$ cat src/rtl/stream_credit_gate_with_flush.sv
// -----------------------------------------------------------------------------
// stream_credit_gate_with_flush
//
// Feeds the flushable stream FIFO wrapper from a valid/ready producer. The FIFO
// silently drops writes while full and exposes no status. This block keeps a
// shadow copy of its occupancy so it never presents a write the FIFO would drop,
// and it mirrors empty/full/count to the surrounding control logic.
//
// Ports
//   clk          single clock, rising edge
//   rst_n        synchronous active-low reset
//   flush        same flush pulse that clears the downstream FIFO
//   in_valid_i   producer beat valid
//   in_ready_o   block accepts a beat this cycle
//   in_data_i    producer payload
//   out_valid_o  registered write strobe to the FIFO (w_valid_i)
//   out_data_o   registered write data to the FIFO (w_data_i)
//   pop_i        same read-ready that drives the FIFO read side
//   occ_o        shadow FIFO occupancy, 0..FIFO_DEPTH
//   empty_o      occ_o == 0
//   full_o       occ_o == FIFO_DEPTH
// -----------------------------------------------------------------------------
module stream_credit_gate_with_flush #(
    parameter int DATA_WIDTH = 32,
    parameter int FIFO_DEPTH = 4,
    localparam int CW        = $clog2(FIFO_DEPTH + 1)
) (
    input  logic                  clk,
    input  logic                  rst_n,
    input  logic                  flush,
    input  logic                  in_valid_i,
    output logic                  in_ready_o,
    input  logic [DATA_WIDTH-1:0] in_data_i,
    output logic                  out_valid_o,
    output logic [DATA_WIDTH-1:0] out_data_o,
    input  logic                  pop_i,
    output logic [CW-1:0]         occ_o,
    output logic                  empty_o,
    output logic                  full_o
);

    localparam logic [CW:0]   DEPTH_EXT = (CW + 1)'(FIFO_DEPTH);
    localparam logic [CW-1:0] DEPTH_CW  = CW'(FIFO_DEPTH);

    logic                  stage_v_q;
    logic                  stage_v_d;
    logic [DATA_WIDTH-1:0] data_q;
    logic [DATA_WIDTH-1:0] data_d;
    logic [CW-1:0]         occ_q;
    logic [CW-1:0]         occ_d;
    logic                  empty_q;
    logic                  full_q;

    logic [CW:0]           credit_s;
    logic                  in_ready_s;
    logic                  fire_s;
    logic                  pop_eff_s;

    // Credit check, handshake and next-state computation.
    always_comb begin
        // The staged beat counts as already used: it is written next edge.
        credit_s   = {1'b0, occ_q} + {{CW{1'b0}}, stage_v_q};
        in_ready_s = rst_n && !flush && (credit_s < DEPTH_EXT);
        fire_s     = in_valid_i && in_ready_s;
        // The FIFO ignores pops while empty; mirror that exactly.
        pop_eff_s  = pop_i && (occ_q != {CW{1'b0}});

        stage_v_d  = 1'b0;
        data_d     = data_q;
        occ_d      = occ_q;
        if (flush) begin
            // A beat staged this cycle is written but wiped by the FIFO flush.
            stage_v_d = 1'b0;
            data_d    = data_q;
            occ_d     = {CW{1'b0}};
        end else begin
            stage_v_d = fire_s;
            if (fire_s) begin
                data_d = in_data_i;
            end else begin
                data_d = data_q;
            end
            // Cannot wrap: occ + stage_v never exceeds FIFO_DEPTH.
            occ_d = occ_q + CW'(stage_v_q) - CW'(pop_eff_s);
        end
    end

    // State and registered status flags.
    always_ff @(posedge clk) begin
        if (!rst_n) begin
            stage_v_q <= 1'b0;
            data_q    <= {DATA_WIDTH{1'b0}};
            occ_q     <= {CW{1'b0}};
            empty_q   <= 1'b1;
            full_q    <= 1'b0;
        end else begin
            stage_v_q <= stage_v_d;
            data_q    <= data_d;
            occ_q     <= occ_d;
            empty_q   <= (occ_d == {CW{1'b0}});
            full_q    <= (occ_d == DEPTH_CW);
        end
    end

    assign in_ready_o  = in_ready_s;
    assign out_valid_o = stage_v_q;
    assign out_data_o  = data_q;
    assign occ_o       = occ_q;
    assign empty_o     = empty_q;
    assign full_o      = full_q;

    stream_credit_gate_with_flush_chk #(
        .FIFO_DEPTH (FIFO_DEPTH),
        .CW         (CW)
    ) u_chk (
        .clk     (clk),
        .rst_n   (rst_n),
        .occ     (occ_q),
        .stage_v (stage_v_q)
    );

endmodule

// -----------------------------------------------------------------------------
// stream_credit_gate_with_flush_chk
//
// Invariant checker: staged beat plus shadow occupancy never exceed the FIFO
// depth, so the FIFO is never written while full and occ never overflows.
// Ports: clk, rst_n, occ (shadow occupancy), stage_v (output register valid).
// -----------------------------------------------------------------------------
module stream_credit_gate_with_flush_chk #(
    parameter int FIFO_DEPTH = 4,
    parameter int CW         = 3
) (
    input logic          clk,
    input logic          rst_n,
    input logic [CW-1:0] occ,
    input logic          stage_v
);

    localparam logic [CW:0] DEPTH_EXT = (CW + 1)'(FIFO_DEPTH);

    a_credit_bound: assert property (@(posedge clk) disable iff (!rst_n)
        (({1'b0, occ} + {{CW{1'b0}}, stage_v}) <= DEPTH_EXT));

endmodule
$ cat config.mk
export PLATFORM = sky130hd
export DESIGN_NAME = stream_credit_gate_with_flush
export DESIGN_NICKNAME = d
export VERILOG_FILES = /design/src/rtl/stream_credit_gate_with_flush.sv
export SDC_FILE = /design/constraint.sdc
export NUM_CORES = 1
export LEC_CHECK = 0
export BUFFER_PORTS_ARGS = -buffer_cell sky130_fd_sc_hd__buf_4
export CAP_MARGIN = 25
export CORE_UTILIZATION = 40
export CTS_BUF_LIST = sky130_fd_sc_hd__clkbuf_4 sky130_fd_sc_hd__clkbuf_8
export CTS_CLUSTER_DIAMETER = 200
export CTS_CLUSTER_SIZE = 28
export DETAILED_ROUTE_END_ITERATION = 6
export PLACE_DENSITY = 0.76
export SLEW_MARGIN = 20
export SYNTH_ARGS = -nofsm -noshare
export SYNTH_HDL_FRONTEND = slang
export SYNTH_SLANG_ARGS = --single-unit
$ cat constraint.sdc
create_clock -name clk -period 3.2 [get_ports clk]
set_input_delay 0.32 -clock clk [delete_from_list [all_inputs] [get_ports clk]]
set_output_delay 0.32 -clock clk [all_outputs]
set_load 0.05 [all_outputs]
* Word level (Yosys, flattened, before mapping) *
Cells that the tools add are included.

cells by class
  shift operators = 0
  reduce and logical (&&, ||, !) cells = 9
  multiplexer cells = 1
  bitwise operators = 2
  eq/ne operators = 1
  $add $sub $neg = 3
  order comparisons = 1
  multipliers = 0
  divide/modulo/power cells = 0

operators by type and width
  kind                                                                  count
  3-bit by 1-bit adder with 4-bit output                                1
  1-bit logical AND                                                     4
  4-bit by 3-bit < comparator with 1-bit output, second input constant  1
  3-bit by 1-bit adder with 3-bit output                                1
  3-bit == test, second input constant                                  1
  3-bit logical NOT                                                     1
  3-bit two-way mux                                                     1
  3-bit nonzero test                                                    1
  3-bit by 1-bit subtractor with 3-bit output                           1
  1-bit NOT                                                             2
  2-bit AND reduction                                                   1
  2-bit OR reduction                                                    1
  1-bit logical NOT                                                     1

storage, ports and cells
  input bits = 37
  memory bits (read-only) = 0
  memories = 0
  output and inout port bits = 39
  bits in writable memories = 0
  bits in latches = 0
  register bits = 38

* Longest topological paths before layout *
  depth after elaboration = 5
  depth in mapped cells = 9

* Worst setup path before layout *
OpenSTA, ideal clock, no wires.

  kind = register to output
  start point = register occ_q[1], in the netlist occ_o[1]
  end point = output port in_ready_o
  arrival = 1952 ps
  setup slack = 928 ps
  data required time = 2880 ps
  cell stages (with the launch flop) = 5
  cell sequence = dfxtp_1 ha_1 nand3b_1 o22a_1 nor2_1

on the way
  cells in the longest elaborated chain, start to end = 3

RTL lines
  item                                           RTL line  source
  start, declared                                49        logic [CW-1:0] occ_q;
  start signal, assigned                         93        occ_q <= {CW{1'b0}};
  3-bit by 1-bit adder with 4-bit output         62        credit_s = {1'b0, occ_q} + {{CW{1'b0}}, stage_v_q};
  4-bit by 3-bit < comparator with 1-bit output  63        in_ready_s = rst_n && !flush && (credit_s < DEPTH_EXT);
  1-bit logical AND                              63
  end, declared                                  32        output logic in_ready_o,

No other way between the ends.

* Final worst setup path *
Same ends and word-level chain as after synthesis.

==> impl_metrics.toml <==
[clock_tree]
clockBufferDepth = 2
clock-sinks = 38
root_buffer = "clkbuf_8"
cts_setup_buffers = 0
clkLatencyLatePin_ns = 0.28
hold_buffers = 0
cts_tree = "built"
cts_buffers = 5
htreeDepth = 2
cts_resized = 0
clkSlewWorstSetupHoldPaths_ns = 0.07

[synthesis]
synth_cell_type_count = 22
synthArstFlopShare = 0
syn-cell-area_um2 = 1590
yosysWarnings = 0
synth_ff_type = "dfxtp_1"
netlist.area_leader.share = 0.478
synth_area_per_cell_um2 = 9.31
synth_top_cell_by_area = "dfxtp_1"
synth_fp_nets = 212
synth.most_common_cell = "nand2_1"
synthCells = 171
netlist_top_cells_area = "dfxtp_1, mux2i_1, nand2_1"
ys_ff_latch = 38
ys_seq_area_frac = 0.478
synth_edf_count = 0
synth_common_cells = "nand2_1, dfxtp_1, mux2i_1"

[placement]
numPortBuffers = 75
placed_area_um2 = 2160
dp.final_hpwl_um = 2340
finalWeightedCongestion = 0.714
dp.cells = 285

[floorplanning]
dieHeight_um = 65.1
initial_utilization = 0.425
dieWidth_um = 65.1
coreArea_um2 = 3740
top_level_ports = 76
fp-row-count = 22
design.die.area_um2 = 4230

[worst_hold_path]
hold_path.class = "in2reg"
hp-start = "in_data_i[2]"

[timing]
setup_tns_ns = 0
relSlewSlack = 0.600
period_share = 0.636
rsz0062_at_grt = "no"
finalWorstPathRequiredPeriod_ns = 2.04
max_freq_ghz = 0.491
slew_viol_final = 0
skew_ns = 0.00342
setup_violations = 0
worst_pin_slew_ns = 0.600
hold_viol = 0

[critical_path]
crit_type = "reg2out"
cp_max_fo = 6
worstSetupStartpointType = "register"
r2r-start = "occ_o[0]"
critPathArrivalTime_ns = 1.72
critPathLaunch = "occ_o[1]"
end_kind = "primary output"
critical_path_required_ns = 2.88

[power]
leakagePower_uw = 0.00109
p_per_area_nw_per_um2 = 486
ir_drop_uv = 239
power.total_uw = 1100
p_sw_frac = 0.294
p_seq_frac = 0.469
p_sw_uw = 322
power.internal_uw = 775
combPwrFrac = 0.226
clock_power_share = 0.305

[global_routing]
grt_pass1_vias = 1223
antenna_found_initial = 0
grt_use_total = 0.163
grt_max_degree = 67
grt_pass1_wl_um = 5240
grt-ovfl-total = 0

[route]
wl_per_cell_um = 11.2
firstDrtPassIters = 4
drcViolationCount = 0
ant_nets = 0
totalWireLength_um = 3290
drt_iter0_markers = 28
viasPerCell = 4.64
route.vias.total = 1359

[final_layout]
n_antenna_cell = 0
finalNetCount = 285
layout-drive-gt1-share = 0.347
final_area_um2 = 2260
nFillCells = 347
syn_to_final_growth_pct = 41.8
multi_input_area_um2 = 756
stdcell_count = 293
seq_area_um2 = 761

[flow_run]
cap_violations = 0

[run_status]
status = "complete, no violations"
==> layout make-up <==
cell class	instances	share of cell area
Clock buffer	7	0.0399
Clock inverter	1	0.00222
Inverter	4	0.00665
Multi-Input combinational cell	119	0.335
Sequential cell	38	0.337
Tap cell	48	0.0266
Timing Repair Buffer	76	0.253
==> flip-flops by register name, summed over array words and instances, names as in the netlist <==
| signal | flops |
|---|---|
| out_valid_o | 1 |
| out_data_o | 32 |
| empty_o | 1 |
| occ_o | 3 |
| full_o | 1 |
==> through the flow <==
step / utilization / hold slack [ns] / setup slack, ns
after detailed placement: 0.578 / 0.451 / 1.24
after CTS: 0.603 / 0.275 / 1.15
after global placement: 0.578 / 0.445 / 1.30
final: 0.603 / 0.288 / 1.16
after global routing: 0.603 / 0.279 / 1.05
after floorplan: - / 0.441 / 0.928
==> routing by layer <==
metal,GRT usage,part of all wire,vias to the layer above
li1,-,-,696
met1,0.178,0.44,609
met2,0.277,0.47,50
met3,0.0704,0.079,4
met4,0.0571,0.0076,0
met5,0,0,-
==> cells by family (layout without fill, tap and decap cells) <==
kind of cell,after synthesis,in the layout,share of synthesized area
xor gates and xnor gates,1,1,0.00550
and+or+nand+nor,77,77,0.199
muxes,32,32,0.201
adders and majority gates,4,4,0.0362
AOI/OAI and AO/OA,5,5,0.0330
buffers and inverters,14,88,0.0472
DFF,38,38,0.478
==> placed cells by master, fill, tap and decap left out, types with 2 or more instances in the layout <==
| cell type | Yosys | layout |
|---|---|---|
| buf_4 | 0 | 76 |
| nand2_1 | 66 | 66 |
| dfxtp_1 | 38 | 38 |
| mux2i_1 | 32 | 32 |
| clkbuf_8 | 0 | 6 |
| inv_1 | 4 | 4 |
| nor2_1 | 3 | 3 |
| ha_1 | 3 | 3 |
| nand2b_1 | 2 | 2 |
==> power by group through the flow <==
| stage | sequential (uW) | combinational (uW) | clock, uW |
|---|---|---|---|
| 3_3_place_gp | 525 | 248 | 0 |
| 5_1_grt | 518 | 264 | 372 |
| 6_report | 515 | 248 | 334 |
| 3_5_place_dp | 525 | 250 | 0 |
| 4_1_cts | 515 | 251 | 350 |
| 2_1_floorplan | 614 | 76.2 | 0 |
==> final timing paths <==
kind / endpoint / slack (ns) / depth (start not counted)
max: in_ready_o / 1.16 / 5
min: out_data_o[2] / 0.29 / 3
min reg2reg: out_data_o[0] / 0.46 / 2
max reg2reg: full_o / 1.25 / 9
==> critical path, cell delays in order (launching register included) <==
cell and delay (ns):
dfxtp_1 0.38, ha_1 0.24, o211a_1 0.27, o22a_1 0.20, nor2_1 0.13, buf_4 0.21
No activity file was read; power rests on OpenSTA's default activity.
